$ cat config.mk
export PLATFORM = sky130hd
export DESIGN_NAME = serial_adder_ctrl
export DESIGN_NICKNAME = d
export VERILOG_FILES = /design/src/rtl/serial_adder_ctrl.sv
export SDC_FILE = /design/constraint.sdc
export NUM_CORES = 1
export LEC_CHECK = 0
export BUFFER_PORTS_ARGS = -buffer_cell sky130_fd_sc_hd__buf_2
export CAP_MARGIN = 5
export CORE_MARGIN = 10
export CORE_UTILIZATION = 35
export CTS_BUF_LIST = sky130_fd_sc_hd__clkbuf_16
export DETAILED_ROUTE_END_ITERATION = 10
export GPL_TIMING_DRIVEN = 1
export HOLD_SLACK_MARGIN = 0.12
export PLACE_DENSITY = 0.62
export SETUP_SLACK_MARGIN = 0.15
export SLEW_MARGIN = 20
export SYNTH_ARGS = -nofsm -noshare
export SYNTH_HDL_FRONTEND = slang
export SYNTH_HIERARCHICAL = 1
export SYNTH_SLANG_ARGS = --single-unit
$ cat constraint.sdc
create_clock -name clk -period 1.8 [get_ports clk]
set_clock_uncertainty 0.05 [all_clocks]
set_input_delay 0.18 -clock clk [delete_from_list [all_inputs] [get_ports clk]]
set_output_delay 0.18 -clock clk [all_outputs]
set_load 0.1 [all_outputs]
$ cat src/rtl/serial_adder_ctrl.sv
// Bit-serial adder controller: one full_adder reused LSB-first across WIDTH clocks.
// Optional subtract mode (i_sub port) is enabled by defining SERIAL_ADDER_SUB_EN.

module full_adder (
  input  logic a_i,
  input  logic b_i,
  input  logic c_i,
  output logic s_o,
  output logic c_o
);
  assign s_o = a_i ^ b_i ^ c_i;
  assign c_o = (a_i & b_i) | (a_i & c_i) | (b_i & c_i);
endmodule

module serial_adder_ctrl #(
  parameter int WIDTH = 8
) (
  input  logic             clk,
  input  logic             reset_n,
  input  logic             i_start,
  input  logic [WIDTH-1:0] i_a,
  input  logic [WIDTH-1:0] i_b,
  input  logic             i_c_in,
`ifdef SERIAL_ADDER_SUB_EN
  input  logic             i_sub,
`endif
  output logic             o_busy,
  output logic             o_done,
  output logic [WIDTH-1:0] o_sum,
  output logic             o_carry
);

  localparam int CNT_W = (WIDTH > 1) ? $clog2(WIDTH) : 1;

  typedef enum logic [1:0] {
    ST_IDLE = 2'd0,
    ST_ADD  = 2'd1,
    ST_DONE = 2'd2
  } state_t;

  state_t             state_q, state_d;
  logic [WIDTH-1:0]   a_sr_q, a_sr_d;
  logic [WIDTH-1:0]   b_sr_q, b_sr_d;
  logic [WIDTH-1:0]   sum_sr_q, sum_sr_d;
  logic               carry_q, carry_d;
  logic [CNT_W-1:0]   idx_q, idx_d;
  logic [WIDTH-1:0]   sum_q, sum_d;
  logic               cout_q, cout_d;
  logic               busy_q, busy_d;
  logic               done_q, done_d;

  logic [WIDTH-1:0]   b_load_s;
  logic               c_load_s;
  logic               fa_s;
  logic               fa_co;
  logic [WIDTH-1:0]   sum_next_s;
  logic               last_bit_s;

`ifdef SERIAL_ADDER_SUB_EN
  // Subtraction is A + ~B + 1; the caller's carry-in is overridden.
  assign b_load_s = i_sub ? ~i_b : i_b;
  assign c_load_s = i_sub ? 1'b1 : i_c_in;
`else
  assign b_load_s = i_b;
  assign c_load_s = i_c_in;
`endif

  full_adder u_fa (
    .a_i (a_sr_q[0]),
    .b_i (b_sr_q[0]),
    .c_i (carry_q),
    .s_o (fa_s),
    .c_o (fa_co)
  );

  // New sum bit enters at the MSB so that after WIDTH shifts bit 0 is the LSB.
  assign sum_next_s = (sum_sr_q >> 1'b1) | (WIDTH'(fa_s) << (WIDTH - 1));
  assign last_bit_s = (idx_q == CNT_W'(WIDTH - 1));

  // Next-state and datapath update for IDLE/ADD/DONE sequencing.
  always_comb begin
    state_d  = state_q;
    a_sr_d   = a_sr_q;
    b_sr_d   = b_sr_q;
    sum_sr_d = sum_sr_q;
    carry_d  = carry_q;
    idx_d    = idx_q;
    sum_d    = sum_q;
    cout_d   = cout_q;
    case (state_q)
      ST_IDLE: begin
        if (i_start) begin
          a_sr_d  = i_a;
          b_sr_d  = b_load_s;
          carry_d = c_load_s;
          idx_d   = '0;
          state_d = ST_ADD;
        end else begin
          state_d = ST_IDLE;
        end
      end
      ST_ADD: begin
        carry_d  = fa_co;
        sum_sr_d = sum_next_s;
        a_sr_d   = a_sr_q >> 1'b1;
        b_sr_d   = b_sr_q >> 1'b1;
        if (last_bit_s) begin
          sum_d   = sum_next_s;
          cout_d  = fa_co;
          state_d = ST_DONE;
        end else begin
          idx_d   = idx_q + CNT_W'(1);
          state_d = ST_ADD;
        end
      end
      ST_DONE: begin
        state_d = ST_IDLE;
      end
      default: begin
        state_d = ST_IDLE;
      end
    endcase
    busy_d = (state_d == ST_ADD);
    done_d = (state_d == ST_DONE);
  end

  // State, datapath and registered output flops.
  always_ff @(posedge clk or negedge reset_n) begin
    if (!reset_n) begin
      state_q  <= ST_IDLE;
      a_sr_q   <= '0;
      b_sr_q   <= '0;
      sum_sr_q <= '0;
      carry_q  <= 1'b0;
      idx_q    <= '0;
      sum_q    <= '0;
      cout_q   <= 1'b0;
      busy_q   <= 1'b0;
      done_q   <= 1'b0;
    end else begin
      state_q  <= state_d;
      a_sr_q   <= a_sr_d;
      b_sr_q   <= b_sr_d;
      sum_sr_q <= sum_sr_d;
      carry_q  <= carry_d;
      idx_q    <= idx_d;
      sum_q    <= sum_d;
      cout_q   <= cout_d;
      busy_q   <= busy_d;
      done_q   <= done_d;
    end
  end

  assign o_busy  = busy_q;
  assign o_done  = done_q;
  assign o_sum   = sum_q;
  assign o_carry = cout_q;

endmodule

==> results of run 1 <==
-- through the flow --
step / util (%) / hold WS, ns / worst slack (ns) / area, sq um / instances
floorplan: - / -0.166 / 0.179 / 1790 / 129
global placement: 41.8 / 0.281 / 0.212 / 2030 / 220
detailed placement: 41.8 / 0.308 / 0.157 / 2030 / 220
CTS: 44.9 / 0.198 / 0.150 / 2170 / 229
global route: 44.9 / 0.210 / 0.152 / 2180 / 229
finish: 44.9 / 0.202 / 0.207 / 2180 / 229
-- sequential cells by signal (all words and copies together) (netlist names) --
signal and flops:
a_sr_q 8, b_sr_q 8, o_sum 8, sum_sr_q 7, idx_q 3, state_q 2
carry_q 1, o_busy 1, o_carry 1, o_done 1
-- placed cells by master, fill, tap and decap left out --
cell	netlist	layout
dfrtp_1	40	40
buf_2	7	30
ha_2	0	1
or4b_1	15	15
nor4bb_1	2	2
a21oi_1	2	2
dlygate4sd3_1	0	1
o221ai_1	3	3
inv_1	5	7
nor3b_1	2	2
ha_1	2	1
clkinv_1	0	1
o221a_2	15	15
nand3_1	3	3
a211o_1	2	2
nand2_1	2	2
nand3b_1	1	1
clkbuf_16	0	5
mux2_1	1	1
nand2b_1	4	4
buf_12	0	2
or2_2	1	1
buf_4	2	4
fa_1	1	1
o21ba_2	1	1
mux2_2	15	15
-- synth_stat cells, drive strengths merged --
library cell  count  area (sq um)
inv               5          18.8
o221ai            3          26.3
o221a            15           169
nand3b            1          7.51
nor3b             2          15.0
or4b             15           150
nor4bb            2          20.0
o21ba             1          10.0
nand3             3          15.0
buf               9          50.0
a21oi             2          10.0
dfrtp            40          1000
a211o             2          17.5
fa                1          20.0
clkbuf            3          13.8
mux2             16           180
or2               1          6.26
nand2             2          7.51
ha                2          25.0
nand2b            4          25.0
-- cell type report --
type                       count  area, sq um
tap                           67         83.8
clock buffer                   5          125
inverter                       5         18.8
multi-input combinational     72          707
fill                         461         2670
sequential                    40         1000
clock inverter                 3         11.3
timing repair buffer          37          230
-- metal layers --
metal	share of wire, %	vias to the layer above
met1	45	574
met3	6.0	8
li1	-	562
met5	0	-
met4	2.3	0
met2	47	35
-- where the power goes --
group          switching (mW)  total [mW]  internal, mW
Sequential              0.238        1.56          1.32
Combinational            1.35        2.12         0.767
Clock                   0.324       0.822         0.498
-- cell families after synthesis --
group                      after synthesis  share of synthesized area [%]
adders and majority gates                3                           2.52
AOI/OAI and AO/OA                       23                           13.0
muxes                                   16                           10.1
buffers and inverters                   17                           4.62
DFF                                     40                           56.0
and+or+nand+nor                         30                           13.8
-- worst reg2reg max path, stage by stage, from the launching register on --
cell and delay [ns]:
dfrtp_1 0.40, ha_1 0.21, ha_2 0.20, nand3b_1 0.14
buf_12 0.15, mux2_2 0.33
-- how the worst max path moves through the flow --
stage                     slack (ns)                    to  depth (start not counted)                  from
after floorplan                 0.18   o_carry$_DFFE_PN0P_                          5  idx_q[0]$_DFFE_PN0P_
after global placement          0.21  o_sum[6]$_DFFE_PN0P_                          5  idx_q[0]$_DFFE_PN0P_
after detailed placement        0.16  o_sum[0]$_DFFE_PN0P_                          5  idx_q[0]$_DFFE_PN0P_
after CTS                       0.15  o_sum[0]$_DFFE_PN0P_                          5  idx_q[0]$_DFFE_PN0P_
after global routing            0.15  o_sum[0]$_DFFE_PN0P_                          5  idx_q[0]$_DFFE_PN0P_
final                           0.21  o_sum[0]$_DFFE_PN0P_                          5  idx_q[0]$_DFFE_PN0P_
-- timing repair --
| action | CTS | global route |
|---|---|---|
| gates resized for setup | 0 | 1 |
| setup endpoints to repair | 0 | 9 |
| setup buffers | 0 | 0 |
| endpoints found under the hold margin | 40 | 0 |
| hold buffers | 1 | 0 |
==> results by group, run 1 <==
Route
  – Routed Wire Length: 3600 microns
  – First-iteration detailed-routing DRC count: 51
  – Routed Antenna Nets: 0
  – Routed vias: between 1000 and 1500
  – Vias per cell: between 5 and 6
  – TritonRoute pass-1 iters: 4
  – Average routed wire per standard cell: about 16 microns
  – Remaining DRCs: 0

Clock network
  – Clock Sinks: 40
  – Post-CTS clock slew at the launch and capture registers of the worst setup and hold paths: around 0.050 ns
  – Total clock buffers created by CTS: 5
  – TritonCTS clock tree: done
  – Total number of H-tree levels: 2
  – Longest Clk Path Bufs: 2
  – Clock latency at the later pin of the worst-skew pair: 0.28 ns
  – Library cell used as clock root buffer: clkbuf_16

GRT
  – Initial antenna violation count: 0
  – Gr usage total: 9.22%
  – Met2 Use GR: roughly 14%
  – Met3 routing resource usage after global routing: under 10%
  – Pin count of the biggest net entering global routing: 41
  – Wire length of the first global-routing pass: 6280 microns
  – Remaining global-route overflow: 0
  – Vias in the first global route: around 1200
  – Met1 capacity usage during global routing: 11.0%
  – Grt peak-use layer: met2

Floorplanning
  – Die Width: between 90 and 100 microns
  – Starting utilization of the core area: approximately 37%
  – I/O pin count: 31
  – Placement row count: 25
  – Core box area: about 4800 sq um
  – Height of the chip: about 91 microns
  – Die Outline Area: roughly 8400 sq um

Worst setup path
  – Critical path fanouts, max: 11
  – Buffers plus inverters on the worst setup path: 1
  – RR Startpoint: idx_q[0]$_DFFE_PN0P_
  – Longest individual stage delay on the worst path: about 0.40 ns
  – Startpoint-to-endpoint class of the critical path: register to register
  – Register-to-Register Setup Slack: just over 0.2 ns
  – Critical Path Slowest Stage Cell: dfrtp_1
  – Required time reported for the critical path endpoint: roughly 1.9 ns
  – Endpoint kind of the worst setup timing path: register
  – Category of cells accounting for the largest share of critical-path delay: adder cells
  – Cell Chain, Critical Path: ha_1 -> ha_2 -> nand3b_1 -> buf_12 -> mux2_2
  – Worst reg-to-reg path cell count: 5
  – Category of the worst setup path launch point: register
  – Capture point of the worst reg-to-reg path: o_sum[0]$_DFFE_PN0P_
  – Data arrival at the endpoint of the critical path: about 1.7 ns

Power and ir drop
  – Design Power: approximately 4.5 mW
  – Power per cell area: approximately 2100 nW/um^2
  – Standby leakage power: around 0.98 nW
  – Highest ir drop seen on vdd: about 1 mV

Logic synthesis
  – Post-synthesis instance area: about 1800 sq um
  – Number of library cell types mapped by synthesis: 23
  – Synthesized Nets: 152
  – Number of standard cells after synthesis: 129
  – Number of flip-flops and latches in the synthesized netlist: 40
  – Mean post-synth cell area: about 14 sq um
  – Sequential share of the synthesized area: 56.0%
  – Yosys warns: 6

STA
  – Final period util: approximately nine tenths
  – Setup-violating endpoint count in the final report: 0
  – Number of failing hold endpoints at the final stage: 0
  – Summed negative setup slack over all endpoints: 0 ns
  – Worst relative slew slack: 42.1%
  – Transition time at the pin with the least slew margin: about 0.87 ns
  – RSZ-0062 raised after global routing: false
  – Final count of pins violating max slew: 0
  – Fmax achieved: approximately 630 MHz
  – Final min period: 1.59 ns

Flow run
  – Max-cap violations: 0

Layout
  – Number of nets in the layout: approximately 180
  – Share of post-route cells with drive strength above 1: a little under half
  – Number of diodes added for antenna fixing: 0
  – Area growth from synthesis to layout: 21.8%

Min path
  – Hold EP: b_sr_q[0]$_DFFE_PN0P_
  – Hold crit path type: input port to register
  – Hold_sp: i_b[0]
  – Worst hold path stage count: 3

Place
  – Weighted congestion at the end of routability-driven global placement: ~0.73
  – IO Port Bufs: 30
  – HPWL after detailed placement: roughly 2500 microns

Status
  – Status: completed
Note: power is estimated with default switching activity, not from simulation.
==> run 2: changes to the inputs <==
PLACE_DENSITY = not set   (was 0.62)
PLACE_DENSITY_LB_ADDON = 0.05   (was not set)
==> results by group, run 2 (same netlist as run 1, synthesis figures left out) <==
Worst setup path
  – Data arrival at the endpoint of the critical path: between 1.5 and 2 ns
  – Category of the worst setup path launch point: register
  – Critical path fanouts, max: 11
  – Endpoint kind of the worst setup timing path: register
  – Required time reported for the critical path endpoint: ~1.9 ns
  – Capture point of the worst reg-to-reg path: o_sum[6]$_DFFE_PN0P_
  – Register-to-Register Setup Slack: ~0.23 ns
  – Startpoint-to-endpoint class of the critical path: register to register
  – RR Startpoint: idx_q[0]$_DFFE_PN0P_
  – Worst reg-to-reg path cell count: 5

Clock network
  – Total clock buffers created by CTS: 5
  – Total number of H-tree levels: 2
  – Longest Clk Path Bufs: 2
  – TritonCTS clock tree: done
  – Library cell used as clock root buffer: clkbuf_16
  – Post-CTS clock slew at the launch and capture registers of the worst setup and hold paths: about 0.060 ns
  – Clock latency at the later pin of the worst-skew pair: 0.28 ns
  – Clock Sinks: 40

Place
  – Weighted congestion at the end of routability-driven global placement: between 0.7 and 0.8
  – HPWL after detailed placement: ~2700 microns
  – Post-DP Area: approximately 2000 sq um
  – IO Port Bufs: 30

Layout
  – Post-route cell area: 2230 sq um
  – Utilization after layout: 46.0%
  – Commonest cells after routing, fill and taps aside: dfrtp_1, buf_2, mux2_2, or4b_1, o221a_2
  – Number of diodes added for antenna fixing: 0
  – Share of post-route cells with drive strength above 1: 48.2%
  – Most common cell after layout, fill and taps aside: dfrtp_1
  – Area growth from synthesis to layout: 24.8%
  – Number of nets in the layout: ~190
  – Final-layout fill cell count: 460

Power and ir drop
  – Seq pwr share: about a third
  – Highest ir drop seen on vdd: just over 0.9 mV
  – Switching portion of total power: 41.4%
  – Portion of total power attributed to combinational logic: between 40% and 50%
  – Internal Power: ~2.7 mW
  – NetSw: 1.92 mW
  – Standby leakage power: between 1 and 1.5 nW
  – Clock share of power: 20.9%
  – Power per cell area: 2080 nW/um^2

GRT
  – Wire length of the first global-routing pass: approximately 6600 microns
  – Vias in the first global route: between 1000 and 1500
  – Pin count of the biggest net entering global routing: 22
  – Initial antenna violation count: 0
  – Remaining global-route overflow: 0
  – Gr usage total: 9.61%

STA
  – Number of failing hold endpoints at the final stage: 0
  – Final period util: just under 90%
  – Fmax achieved: 638 MHz
  – Worst relative slew slack: 67.9%
  – Final min period: 1.57 ns
  – Summed negative setup slack over all endpoints: 0 ns
  – Transition time at the pin with the least slew margin: 0.482 ns
  – RSZ-0062 raised after global routing: false
  – Setup-violating endpoint count in the final report: 0
  – Final count of pins violating max slew: 0

Floorplanning
  – Die Outline Area: ~8400 sq um
  – Height of the chip: between 90 and 100 microns
  – Core box area: around 4800 sq um
  – Die Width: 91.5 microns
  – Placement row count: 25
  – Starting utilization of the core area: between 30% and 40%
  – I/O pin count: 31

Min path
  – Hold_sp: i_b[4]
  – Hold crit path type: input port to register
  – Worst hold path stage count: 3
  – Hold EP: b_sr_q[4]$_DFFE_PN0P_

Route
  – Routed vias: about 1200
  – Routed Wire Length: between 3000 and 4000 microns
  – Remaining DRCs: 0
  – Routed Antenna Nets: 0
  – Average routed wire per standard cell: 16.2 microns
  – Vias per cell: 5.17
  – First-iteration detailed-routing DRC count: ~110
  – TritonRoute pass-1 iters: 4

Status
  – Status: completed

Flow run
  – Max-cap violations: 0
## run 2: changes by cell type in the layout (fill, tap and decap cells not counted), sizes merged
cell and delta:
buf +2, bufinv +1, inv -1
## run 2: worst max-delay path: stages (launching register included)
cell	delay, ns
dfrtp_1	0.40
ha_2	0.21
ha_4	0.17
nand3b_1	0.13
buf_12	0.14
mux2_2	0.33
## run 2: per-stage QoR
| step | power [mW] | std cells | worst slack [ns] | hold WS (ns) |
|---|---|---|---|---|
| 2_1_floorplan | 3.25 | 129 | 0.179 | -0.166 |
| 3_3_place_gp | 3.63 | 222 | 0.200 | 0.114 |
| 3_5_place_dp | 3.69 | 222 | 0.150 | 0.120 |
| 4_1_cts | 4.69 | 231 | 0.199 | 0.202 |
| 5_1_grt | 4.96 | 231 | 0.174 | 0.213 |
| 6_report | 4.65 | 231 | 0.234 | 0.205 |
## run 2: worst max-delay path by stage
| stage | start | depth (start not counted) | endpoint | slack, ns |
|---|---|---|---|---|
| after global placement | idx_q[0]$_DFFE_PN0P_ | 5 | o_sum[7]$_DFFE_PN0P_ | 0.20 |
| after CTS | idx_q[0]$_DFFE_PN0P_ | 5 | o_sum[6]$_DFFE_PN0P_ | 0.20 |
| after detailed placement | idx_q[0]$_DFFE_PN0P_ | 5 | o_sum[0]$_DFFE_PN0P_ | 0.15 |
| after floorplan | idx_q[0]$_DFFE_PN0P_ | 5 | o_carry$_DFFE_PN0P_ | 0.18 |
| after global routing | state_q[1]$_DFF_PN0_ | 4 | o_carry$_DFFE_PN0P_ | 0.17 |
| final | idx_q[0]$_DFFE_PN0P_ | 5 | o_sum[6]$_DFFE_PN0P_ | 0.23 |
## run 2: area by class of cell
type / instances / area (sq um) / area share, %
Sequential cell: 40 / 1000 / 44.8
Multi-Input combinational cell: 72 / 719 / 32.2
Timing Repair Buffer: 39 / 245 / 11.0
Clock buffer: 5 / 125 / 5.61
Tap cell: 67 / 83.8 / 3.76
Clock inverter: 3 / 38.8 / 1.74
Inverter: 5 / 18.8 / 0.841
## run 2: repair_timing
item                       in CTS  in global routing
setup buffers                   0                  0
setup endpoints to repair       1                  9
hold endpoints to repair       19                  0
hold buffers                    1                  0
pin swaps                       1                  0
resized for setup               1                  2
## run 2: routing by layer
metal,share of wire [%],wire [microns],vias to the layer above,track usage (%)
li1,-,-,563,-
met1,47,1750,603,12.2
met2,46,1720,20,14.3
met3,5.9,220,8,3.46
met4,1.5,58,0,4.31
met5,0,0,-,0
## run 2: power groups by stage
stage               combinational, mW  sequential (mW)  clock [mW]
floorplan                       0.936             2.32           0
global placement                 2.07             1.56           0
detailed placement               2.11             1.58           0
CTS                              2.12             1.57       0.998
global route                     2.29             1.63        1.04
finish                           2.11             1.57       0.969
